==> config.mk <==
export PLATFORM = sky130hd
export DESIGN_NAME = elem_unpacker
export DESIGN_NICKNAME = d
export VERILOG_FILES = /design/src/rtl/elem_unpacker.sv
export SDC_FILE = /design/constraint.sdc
export NUM_CORES = 1
export LEC_CHECK = 0
export BUFFER_PORTS_ARGS = -buffer_cell sky130_fd_sc_hd__buf_4
export CAP_MARGIN = 20
export CORE_ASPECT_RATIO = 2
export CORE_MARGIN = 8
export CORE_UTILIZATION = 46
export CTS_CLUSTER_DIAMETER = 120
export DETAILED_ROUTE_END_ITERATION = 8
export PLACE_DENSITY = 0.69
export SETUP_SLACK_MARGIN = 0.05
export SYNTH_ARGS = -nofsm -noshare
export SYNTH_HDL_FRONTEND = slang
export SYNTH_SLANG_ARGS = --single-unit
==> constraint.sdc <==
create_clock -name ui_clk -period 4.1 [get_ports ui_clk]
set_input_delay 0.41 -clock ui_clk [delete_from_list [all_inputs] [get_ports ui_clk]]
set_output_delay 0.41 -clock ui_clk [all_outputs]
set_load 0.02 [all_outputs]
==> src/rtl/elem_unpacker.sv <==
// Length-driven unpacker: splits wide read beats into LANES x ELEM_W words, one message per queued length.
// Optional ELEM_UNPACKER_LSB_FIRST_EN selects LSB-first slot and lane ordering.
module elem_unpacker #(
  parameter int unsigned DATA_W    = 512,
  parameter int unsigned ELEM_W    = 16,
  parameter int unsigned LANES     = 1,
  parameter int unsigned LEN_W     = 16,
  parameter int unsigned LEN_DEPTH = 4
) (
  input  logic                    ui_clk,
  input  logic                    aresetn,
  input  logic [LEN_W-1:0]        len_data,
  input  logic                    len_valid,
  output logic                    len_ready,
  input  logic [DATA_W-1:0]       rdata,
  input  logic                    rvalid,
  output logic                    rready,
  output logic [ELEM_W*LANES-1:0] odata,
  output logic                    ovalid,
  input  logic                    oready,
  output logic                    ostart,
  output logic                    olast,
  output logic [LANES-1:0]        okeep
);

  localparam int unsigned WORD_W = ELEM_W * LANES;
  localparam int unsigned SLOTS  = DATA_W / WORD_W;
  localparam int unsigned SLOT_W = (SLOTS > 1) ? $clog2(SLOTS) : 1;
  localparam int unsigned PTR_W  = (LEN_DEPTH > 1) ? $clog2(LEN_DEPTH) : 1;
  localparam int unsigned CNT_W  = PTR_W + 1;

  typedef enum logic [1:0] {IDLE, FETCH, EMIT} state_e;

  state_e              state_q, state_d;
  logic [LEN_W-1:0]    len_mem [LEN_DEPTH];
  logic [PTR_W-1:0]    wr_ptr_q, wr_ptr_d, rd_ptr_q, rd_ptr_d;
  logic [CNT_W-1:0]    cnt_q, cnt_d;
  logic                len_ready_q, len_ready_d;
  logic [DATA_W-1:0]   beat_q, beat_d;
  logic [SLOT_W-1:0]   slot_q, slot_d;
  logic [LEN_W-1:0]    rem_q, rem_d, rem_n;
  logic                first_q, first_d;
  logic [WORD_W-1:0]   odata_q, odata_d;
  logic                ovalid_q, ovalid_d, ostart_q, ostart_d, olast_q, olast_d;
  logic [LANES-1:0]    okeep_q, okeep_d;
  logic                push, pop, rready_c;

  // Extract one output word from a beat; the whole slot maps straight onto odata in either ordering.
  function automatic logic [WORD_W-1:0] slot_word(input logic [DATA_W-1:0] beat,
                                                  input logic [SLOT_W-1:0] s);
    logic [DATA_W-1:0] sh;
`ifdef ELEM_UNPACKER_LSB_FIRST_EN
    sh = beat >> (32'(s) * WORD_W);
    return sh[WORD_W-1:0];
`else
    sh = beat << (32'(s) * WORD_W);
    return sh[DATA_W-1 -: WORD_W];
`endif
  endfunction

  function automatic logic [LANES-1:0] keep_of(input logic [LEN_W-1:0] rem);
    logic [LANES-1:0] k;
    for (int i = 0; i < int'(LANES); i++) k[i] = (rem > LEN_W'(i));
    return k;
  endfunction

  function automatic logic is_last(input logic [LEN_W-1:0] rem);
    return rem <= LEN_W'(LANES);
  endfunction

  always_comb begin
    state_d     = state_q;
    wr_ptr_d    = wr_ptr_q;
    rd_ptr_d    = rd_ptr_q;
    cnt_d       = cnt_q;
    beat_d      = beat_q;
    slot_d      = slot_q;
    rem_d       = rem_q;
    rem_n       = rem_q;
    first_d     = first_q;
    odata_d     = odata_q;
    ovalid_d    = ovalid_q;
    ostart_d    = ostart_q;
    olast_d     = olast_q;
    okeep_d     = okeep_q;
    rready_c    = 1'b0;
    pop         = 1'b0;
    push        = len_valid && len_ready_q;

    case (state_q)
      IDLE: begin
        if (cnt_q != '0) begin
          pop = 1'b1;
          // Zero-length messages only retire their queue entry.
          if (len_mem[rd_ptr_q] != '0) begin
            rem_d   = len_mem[rd_ptr_q];
            slot_d  = '0;
            first_d = 1'b1;
            state_d = FETCH;
          end
        end
      end
      FETCH: begin
        rready_c = 1'b1;
        if (rvalid) begin
          beat_d   = rdata;
          state_d  = EMIT;
          ovalid_d = 1'b1;
          odata_d  = slot_word(rdata, '0);
          okeep_d  = keep_of(rem_q);
          olast_d  = is_last(rem_q);
          ostart_d = first_q;
        end
      end
      EMIT: begin
        if (oready) begin
          rem_n    = (rem_q > LEN_W'(LANES)) ? rem_q - LEN_W'(LANES) : '0;
          rem_d    = rem_n;
          first_d  = 1'b0;
          ostart_d = 1'b0;
          if (olast_q) begin
            state_d  = IDLE;
            ovalid_d = 1'b0;
            odata_d  = '0;
            okeep_d  = '0;
            olast_d  = 1'b0;
          end else if (slot_q == SLOT_W'(SLOTS - 1)) begin
            // Beat exhausted: refill in place so the stream keeps one word per cycle.
            rready_c = 1'b1;
            if (rvalid) begin
              beat_d  = rdata;
              slot_d  = '0;
              odata_d = slot_word(rdata, '0);
              okeep_d = keep_of(rem_n);
              olast_d = is_last(rem_n);
            end else begin
              state_d  = FETCH;
              ovalid_d = 1'b0;
              odata_d  = '0;
              okeep_d  = '0;
              olast_d  = 1'b0;
            end
          end else begin
            slot_d  = SLOT_W'(slot_q + 1'b1);
            odata_d = slot_word(beat_q, SLOT_W'(slot_q + 1'b1));
            okeep_d = keep_of(rem_n);
            olast_d = is_last(rem_n);
          end
        end
      end
      default: state_d = IDLE;
    endcase

    if (push) wr_ptr_d = PTR_W'(wr_ptr_q + 1'b1);
    if (pop)  rd_ptr_d = PTR_W'(rd_ptr_q + 1'b1);
    case ({push, pop})
      2'b10:   cnt_d = CNT_W'(cnt_q + 1'b1);
      2'b01:   cnt_d = CNT_W'(cnt_q - 1'b1);
      default: cnt_d = cnt_q;
    endcase
    len_ready_d = (cnt_d != CNT_W'(LEN_DEPTH));
  end

  always_ff @(posedge ui_clk) begin
    if (!aresetn) begin
      state_q     <= IDLE;
      wr_ptr_q    <= '0;
      rd_ptr_q    <= '0;
      cnt_q       <= '0;
      len_ready_q <= 1'b0;
      beat_q      <= '0;
      slot_q      <= '0;
      rem_q       <= '0;
      first_q     <= 1'b0;
      odata_q     <= '0;
      ovalid_q    <= 1'b0;
      ostart_q    <= 1'b0;
      olast_q     <= 1'b0;
      okeep_q     <= '0;
    end else begin
      state_q     <= state_d;
      wr_ptr_q    <= wr_ptr_d;
      rd_ptr_q    <= rd_ptr_d;
      cnt_q       <= cnt_d;
      len_ready_q <= len_ready_d;
      beat_q      <= beat_d;
      slot_q      <= slot_d;
      rem_q       <= rem_d;
      first_q     <= first_d;
      odata_q     <= odata_d;
      ovalid_q    <= ovalid_d;
      ostart_q    <= ostart_d;
      olast_q     <= olast_d;
      okeep_q     <= okeep_d;
    end
  end

  // Queue storage needs no reset: pointers and count define which entries are live.
  always_ff @(posedge ui_clk) begin
    if (push) len_mem[wr_ptr_q] <= len_data;
  end

  assign len_ready = len_ready_q;
  assign rready    = rready_c;
  assign odata     = odata_q;
  assign ovalid    = ovalid_q;
  assign ostart    = ostart_q;
  assign olast     = olast_q;
  assign okeep     = okeep_q;

endmodule

=== Yosys cells after proc, flatten, opt, wreduce, memory -nomap -nowiden ===
Memory sizes are Yosys's and may differ from the RTL's. A register that Yosys moved wholly into a read port is not among the register bits.
Cells that the tools add are included.

* Output and inout port bits: 22
* Memories: 1
* Register bits after elaboration: 564
* Word-level logic and storage cells: 120
* Memory bits (writable): 64
* Input port bits: 533

* Eq/ne operators: 15
* Order comparisons: 5
* Shifts and indexed selects: 1
* Add/subtract/negate cells: 6
* Reduce and logical (&&, ||, !) cells: 12
* Multiplexer cells: 66

{| class="wikitable"
|+ Memory list
! name !! words !! width !! rd ports !! clocked after Yosys merged registers in !! write ports !! line !! source
|-
| len_mem || 4 || 16 || 1 || 1 || 1 || 35 || <nowiki>logic [LEN_W-1:0] len_mem [LEN_DEPTH];</nowiki>
|}

{| class="wikitable"
|+ Operator list
! kind !! number
|-
| 512-bit 2-to-1 mux || 4
|-
| 512-bit case mux with 2 select lines || 1
|-
| 512-bit by 9-bit left shift with 512-bit output || 1
|-
| 16-bit 2-to-1 mux || 9
|-
| 16-bit case mux with 2 select lines || 2
|-
| 16-bit by 1-bit > comparator with 1-bit output (second input constant) || 3
|-
| 16-bit by 1-bit less-or-equal comparator with 1-bit output (second input constant) || 2
|-
| 5-bit 2-to-1 mux || 6
|-
| 1-bit 2-to-1 mux || 26
|-
| 2-bit 2-to-1 mux || 9
|-
| 16-bit nonzero test || 1
|-
| 16-bit by 1-bit subtractor with 16-bit output (second input constant) || 1
|-
| 2-bit inequality test (second input constant) || 6
|-
| 3-bit inequality test (second input constant) || 4
|-
| 1-bit case mux with 2 select lines || 6
|-
| 6-bit AND reduction || 2
|-
| 5-bit case mux with 2 select lines || 1
|-
| 4-bit AND reduction || 2
|-
| 2-bit case mux with 3 select lines || 1
|-
| 3-bit case mux with 2 select lines || 1
|-
| 5-bit by 1-bit adder with 5-bit output (second input constant) || 1
|-
| 5-bit == test (second input constant) || 1
|-
| 5-bit AND reduction || 1
|-
| 2-bit by 1-bit adder with 2-bit output (second input constant) || 2
|-
| 9 further kinds || 12
|}

=== Depth between registers and ports, before layout ===
Gate-level depths: netlist of the first run.

* Depth after elaboration: 8
* Gate-level depth with buffers: 11

=== Worst setup path after synthesis of the first run ===
No wires, ideal clock.

* Path type: reg-to-reg
* Start: register slot_q[1]
* End: register beat_q[229]
* Slack: 1.591 ns
* Stages on the path, launching flop included: 12
* Arrival time: 2.438 ns
* Clock period less this slack: 2.509 ns
* Cell sequence: dfxtp_1 ha_1 and3_1 ha_1 clkbuf_1 nand3b_1 a21oi_1 clkbuf_1 clkbuf_1 clkbuf_1 nand2_1 a21oi_1

* Cells in the longest elaborated chain, start to end: 3

{| class="wikitable"
|+ Ends and longest elaborated chain
! element !! line !! source
|-
| from (decl) || 40 || <nowiki>logic [SLOT_W-1:0] slot_q, slot_d;</nowiki>
|-
| from (signal assigned) || 187 || <nowiki>slot_q <= slot_d;</nowiki>
|-
| 5-bit == test || 127 || <nowiki>end else if (slot_q == SLOT_W'(SLOTS - 1)) begin</nowiki>
|-
| 2-bit inequality test (no source line) || n/a ||
|-
| 4-bit AND reduction (no source line) || n/a ||
|-
| to (signal assigned) || 186 || <nowiki>beat_q <= beat_d;</nowiki>
|-
| to (decl) || 39 || <nowiki>logic [DATA_W-1:0] beat_q, beat_d;</nowiki>
|}

Every way passes these cells.
A chain may end at the register's enable or synchronous reset.

=== Worst setup path after layout of the first run ===
* Start: register state_q[0]
* End: register beat_q[167]

* Cells in the longest elaborated chain, start to end: 3

{| class="wikitable"
|+ Ends and longest elaborated chain
! element !! line !! source
|-
| from (decl) || 34 || <nowiki>state_e state_q, state_d;</nowiki>
|-
| from (signal assigned) || 181 || <nowiki>state_q <= state_d;</nowiki>
|-
| 2-bit == test or 2-bit by 1-bit == test with 1-bit output (tied branches) || 90 || <nowiki>case (state_q)</nowiki>
|-
| 2-bit inequality test (no source line) or 2-bit nonzero test (tied branches) || n/a ||
|-
| 4-bit AND reduction (no source line) || n/a ||
|}

Parallel ways exist; a longest one is shown, timed or not.

==> metrics.txt, run 1 <==
crit-path max FO 217; DRT iter0 DRCs 2,372; Slew Limit Fails 0; Max Root-Sink Buffers 3; Cell Rows 126; H-tree levels 2; DRT antenna net count 0; Synth Cell Area 27,000 sq um; worst path buffer plus inverter count 4; die height 359 um; Nets 4,148; critical path endpoint category register; DP Wirelength 72.3 mm; initial antenna violation count 10; clock net sink count 630; Power Total 22.1 mW; Non-Filler Instances 4,420; register area 13,300 sq um; post-synthesis async set-or-reset flop share 0%; CTS buffer count 55; Synth Warn # 0; CP max stage cell buf_12; ratio of cells with drive above 1 in the final layout 22.3%; first-pass GRT wire length 146 mm; drt wl/cell 22.2 um; Top cell by count, worst path a21oi_1; achievable frequency 306 MHz; critical path class reg -> reg; final WL 98.0 mm; Fin Clk Skew 0.0284 ns; GPL Wtd Cong 0.907; Reg clk slew, reported paths 0.08 ns; placed cell count 4,294; Worst Setup Start Kind register; Relative slew margins 31.7%; critical-path cell list inv_1, ha_1, clkinv_1, o22ai_1, a21oi_1, buf_4, nand2_4, buf_12, nand2_1, a21oi_1; worst path required time 4.61 ns; RSZ-0062 raised after global routing false; total negative slack 0 ns; critical path's top delay family buffers and inverters; largest net degree at the start of global routing 218; P_leak 12.5 nW; via count 24,600; register area share after synthesis 49.0%; worst hold path class in -> reg; area added between synthesis and finish 24.7%; final hold violations 0; Yosys reg bits 630; Layout fillers 5,357; top-count cell post-synth nand2_1; CP peak stage delay 0.58 ns; Post-synth EDFFs 64; grt ovf 0; worst path arrival time 3.78 ns; Yosys cell types 64; Multi-input gate area 12,800 sq um; DR vias/cell 5.58; vias in the first global route 24,000; status complete, no violations; Net Count, Synth 3,744; ys flop type dfxtp_1; Horiz. Die Dim 187 um; Synth area leaders dfxtp_1, nand2_1, a21oi_1; I/O pins 555; post-synth top area share 41.9%; Initial Utilization 46.1%; # setup viols final 0; largest area contributor in the netlist dfxtp_1; Synth Area per Inst 8.46 sq um; Max Cap Viol 0; total track usage 27.8%; core area 58,600 sq um; CTS Root Cell clkbuf_16; fin crit share 79.8%; die area 67,300 sq um; worst vdd ir 0.583 mV; DRC violations left 0; Worst-Margin Slew 1.02 ns; PD cells 656 nW/um^2; Synth Instances 3,196; Clock Latency Late Sink 0.61 ns; min cycle time layout 3.27 ns; IO buf count 554; Commonest cells post-synth nand2_1, dfxtp_1, a21oi_1; First-pass DRT Iterations 8; CTS tree yes
## per-stage QoR
step / area, sq um / setup WS (ns) / utilization, % / hold slack [ns]
CTS: 33700 / 0.920 / 57.5 / 0.0166
global route: 33700 / 0.575 / 57.5 / 0.0429
detailed placement: 31600 / 0.934 / 53.9 / 0.443
finish: 33700 / 0.830 / 57.5 / 0.0500
global placement: 31600 / 0.958 / 53.9 / 0.437
floorplan: 27000 / 1.59 / - / 0.433
## worst min-delay path, cell delays in order
cell and delay (ns):
buf_4 0.11, nand2_1 0.04, a21oi_1 0.05
## worst paths after layout
path | from | end | slack (ns) | cells after the start
max | state_q[0]$_SDFFE_PN0P_ | beat_q[167]$_SDFFE_PN0P_ | 0.83 | 10
min | rdata[74] | beat_q[74]$_SDFFE_PN0P_ | 0.05 | 3
min reg2reg | beat_q[204]$_SDFFE_PN0P_ | beat_q[204]$_SDFFE_PN0P_ | 0.45 | 2
max reg2reg | state_q[0]$_SDFFE_PN0P_ | beat_q[167]$_SDFFE_PN0P_ | 0.83 | 10
## logic make-up after synthesis
family                   after synthesis  synth area share (%)
AO/OA/AOI/OAI                        680                  13.8
adder cells (fa/ha/maj)               15                 0.722
multiplexers                         137                  10.5
flip-flops                           630                  49.0
buffers and inverters                270                  3.99
XOR/XNOR                              19                 0.615
AND/OR/NAND/NOR                     1445                  21.3
## metal layers
layer | share of wire [%] | track usage [%] | routed length [um]
met1 | 41 | 36.3 | 40500
met2 | 46 | 43.8 | 44600
met3 | 9.2 | 7.16 | 8980
met4 | 4.0 | 10.6 | 3910
met5 | 0.037 | 0 | 36
## flip-flops by register name, indices dropped and copies added, names as in the netlist, named ones only
register,count
beat_q,512
cnt_q,3
first_q,1
len_mem,64
len_ready,1
odata,16
okeep,1
olast,1
ostart,1
ovalid,1
rd_ptr_q,2
rem_q,16
slot_q,5
state_q,2
wr_ptr_q,2
## layout by cell type (no fill, tap or decap), drive strengths merged, types with 16 or more instances in the layout
| cell type | instances |
|---|---|
| buf | 586 |
| edfxtp | 64 |
| a32oi | 17 |
| nand2 | 1230 |
| clkbuf | 79 |
| mux4 | 117 |
| o21ai | 26 |
| dlygate4sd3 | 16 |
| dfxtp | 566 |
| nor2 | 47 |
| a31oi | 19 |
| nand3 | 87 |
| mux2i | 18 |
| a21oi | 547 |
## cell type report
class	count	share of cell area (%)
clock inverter	22	0.846
tap	768	2.85
inverter	15	0.189
antenna	8	0.0593
multi-input combinational	2296	37.9
sequential	630	39.3
clock buffer	79	4.83
timing repair buffer	602	14.0
## power breakdown
group          switching, mW  internal, mW  leakage (nW)  total (mW)
sequential             0.925          7.82          5.20        8.74
clock                   2.35          3.20         0.950        5.54
combinational           5.02          2.82          6.30        7.84
## repair_timing
item	CTS	global route
hold buffers	16	0
endpoints found under the hold margin	64	0
buffers inserted	0	0
resized for setup	0	0
setup endpoints to repair	0	0
Note: power is estimated with default switching activity, not from simulation.
==> inputs of run 2 (changes only) <==
--- a/config.mk
+++ b/config.mk
@@ -5,6 +5,7 @@
 export SDC_FILE = /design/constraint.sdc
 export NUM_CORES = 1
 export LEC_CHECK = 0
+export ABC_AREA = 1
 export BUFFER_PORTS_ARGS = -buffer_cell sky130_fd_sc_hd__buf_4
 export CAP_MARGIN = 20
 export CORE_ASPECT_RATIO = 2
@@ -12,7 +13,7 @@
 export CORE_UTILIZATION = 46
 export CTS_CLUSTER_DIAMETER = 120
 export DETAILED_ROUTE_END_ITERATION = 8
-export PLACE_DENSITY = 0.69
+export PLACE_DENSITY = 0.71
 export SETUP_SLACK_MARGIN = 0.05
 export SYNTH_ARGS = -nofsm -noshare
 export SYNTH_HDL_FRONTEND = slang
==> constraint.sdc (replaced) <==
create_clock -name ui_clk -period 2.9 [get_ports ui_clk]
set_input_delay 0.29 -clock ui_clk [delete_from_list [all_inputs] [get_ports ui_clk]]
set_output_delay 0.29 -clock ui_clk [all_outputs]
set_load 0.02 [all_outputs]
==> run 2 against run 1 <==
The run now ends with negative hold slack left. Worst hold slack worse by 0.057 ns. Total power up 57%. Design area up 14%. Critical path type is now reg -> out. Clock skew down 0.0016 ns.
==> metrics.txt, run 2 <==
First-pass DRT Iterations 8 (unchanged); Yosys cell types 32 (-50%); largest net degree at the start of global routing 155 (-29%); GPL Wtd Cong 0.943 (+3.9%); final hold violations 1 (+1); Synth Cell Area 28,000 sq um (+3.7%); Nets 5,260 (+27%); post-synth top area share 40.4% (-1.5 points); final WL 114 mm (+16%); DP Wirelength 79.7 mm (+10%); Final WS setup 0.172 ns (-0.658 ns); max reg flops 512 (unchanged); most frequent cells in the layout nor2_1, o21ai_0, buf_4; min cycle time layout 2.73 ns; DP Area 32,800 sq um (+3.7%); Clock Latency Late Sink 0.61 ns (about the same); IO buf count 554 (unchanged); status complete, but fails checks; failing checks negative hold slack; Post-synth EDFFs 64 (unchanged); post-synthesis async set-or-reset flop share 0% (unchanged); DRT iter0 DRCs 2,924 (+23%); critical path class reg -> out; Worst-Margin Slew 0.960 ns (-0.0640 ns); # setup viols final 0 (unchanged); worst vdd ir 0.535 mV (-8.3%); P_leak 15.7 nW (+26%); Reg clk slew, reported paths 0.07 ns (about the same); achievable frequency 367 MHz; fin crit share 94.1%; worst path required time 2.61 ns (-2.00 ns); hold slack -0.00670 ns (-0.0567 ns); grt ovf 0 (unchanged); Synth area leaders dfxtp_1, nor2_1, o21ai_0; Commonest cells post-synth nor2_1, o21ai_0, dfxtp_1; Worst Setup Start Kind register; post-layout instance area 38,400 sq um (+14%); Relative slew margins 35.3% (+3.6 points); die area 69,600 sq um (+3.4%); Cell Rows 128 (+1.6%); register area share after synthesis 47.3% (-1.7 points); clock net sink count 630 (unchanged); worst hold path class in -> reg; register area 13,300 sq um (unchanged); drt wl/cell 20.6 um (-7.2%); CTS tree yes; Fin Clk Skew 0.0268 ns (-0.00161 ns); Yosys reg bits 630 (unchanged); most common cell after layout, fill and taps aside nor2_1; largest area contributor in the netlist dfxtp_1; pre-CTS setup slack 0.258 ns (-0.676 ns); Initial Utilization 46.3% (+0.19 points); crit-path max FO 9 (-96%); total negative slack 0 ns (unchanged); die height 365 um (+1.7%); ys flop type dfxtp_1; Multi-input gate area 12,700 sq um (-0.41%); DR vias/cell 5.46 (-2.2%); first-pass GRT wire length 172 mm (+18%); I/O pins 555 (unchanged); Max Root-Sink Buffers 3 (unchanged); total track usage 31.6% (+3.8 points); Synth Warn # 0 (unchanged); vias in the first global route 28,900 (+20%); area added between synthesis and finish 36.9%; Top reg by flops beat_q; DRC violations left 0 (unchanged); top-count cell post-synth nor2_1; DRT antenna net count 0 (unchanged); CTS Root Cell clkbuf_16; Horiz. Die Dim 191 um (+1.7%); Net Count, Synth 4,492 (+20%); H-tree levels 2 (unchanged); core area 60,500 sq um (+3.2%); worst path arrival time 2.44 ns (-1.34 ns); Layout fillers 5,182 (-3.3%); critical path endpoint category output pin; biggest regs beat_q: 512 flops, len_mem: 64 flops; initial antenna violation count 7 (-3); Max Cap Viol 0 (unchanged); Synth Instances 3,944 (+23%); Slew Limit Fails 0 (unchanged); via count 30,200 (+23%); CTS buffer count 54 (-1.8%); PD cells 904 nW/um^2 (+38%); RSZ-0062 raised after global routing false; Synth Area per Inst 7.11 sq um (-16%); ratio of cells with drive above 1 in the final layout 15.6% (-6.6 points); fin util 63.4% (+5.9 points)
[run 2: routing by layer]
| metal | share of wire [%] | global-route usage (%) | up-vias |
|---|---|---|---|
| li1 | - | - | 14500 |
| met2 | 45 | 50.9 | 1524 |
| met4 | 5.3 | 15.5 | 2 |
| met1 | 41 | 40.4 | 14000 |
| met5 | 0.0096 | 0 | - |
| met3 | 8.6 | 5.73 | 246 |
[run 2: worst paths after layout]
kind                                 start                       end  slack, ns  depth (start not counted)
setup / recovery   state_q[0]$_SDFFE_PN0P_                    rready       0.17                          8
hold / removal                  rdata[444]  beat_q[444]$_SDFFE_PN0P_     -0.007                          3
setup reg to reg   state_q[1]$_SDFFE_PN0P_      len_ready$_SDFF_PN0_       0.21                         11
hold reg to reg   beat_q[149]$_SDFFE_PN0P_  beat_q[149]$_SDFFE_PN0P_       0.45                          2
[run 2: stage by stage]
stage	cells	power [mW]
6_report	5541	34.7
5_1_grt	5538	36.8
4_1_cts	5533	34.6
3_5_place_dp	5053	26.9
3_3_place_gp	5053	26.7
2_1_floorplan	3944	21.6
[run 2: final cells by class]
type                       count  share of cell area [%]
antenna                        6                  0.0391
sequential                   630                    34.5
multi-input combinational   2812                    33.2
clock inverter                22                   0.473
clock buffer                  77                    4.06
timing repair buffer        1018                    23.2
inverter                     196                    1.96
tap                          780                    2.54
[run 2: cell families (layout without fill, tap and decap cells)]
group           after synthesis  in the layout  synth area share [%]
buf+inv                     502           1313                  7.49
simple gates               1784           1784                  25.5
flops                       630            630                  47.3
compound gates             1007           1007                  18.8
xor+xnor                      6              6                 0.214
other cells                   0              6                     0
fa+ha+maj                    15             15                 0.696
[run 2: power by group]
part	switching [mW]	internal [mW]	total, mW
sequential	1.26	11.1	12.4
combinational	9.84	5.16	15.0
clock	3.39	3.92	7.31
total	14.5	20.2	34.7
[run 2: what timing repair did]
item | in CTS | in global routing
setup endpoints to repair | 1 | 2
endpoints found under the hold margin | 432 | 0
hold buffers | 381 | 0
gates resized for setup | 2 | 1
setup buffers | 0 | 2
pin swaps | 0 | 1
[run 2: worst max-delay path, stage by stage (launching register included)]
cell	delay, ns
dfxtp_1	0.35
inv_1	0.11
ha_1	0.25
inv_1	0.14
buf_4	0.21
nor2_4	0.15
nand3_1	0.13
a21boi_2	0.29
buf_4	0.20
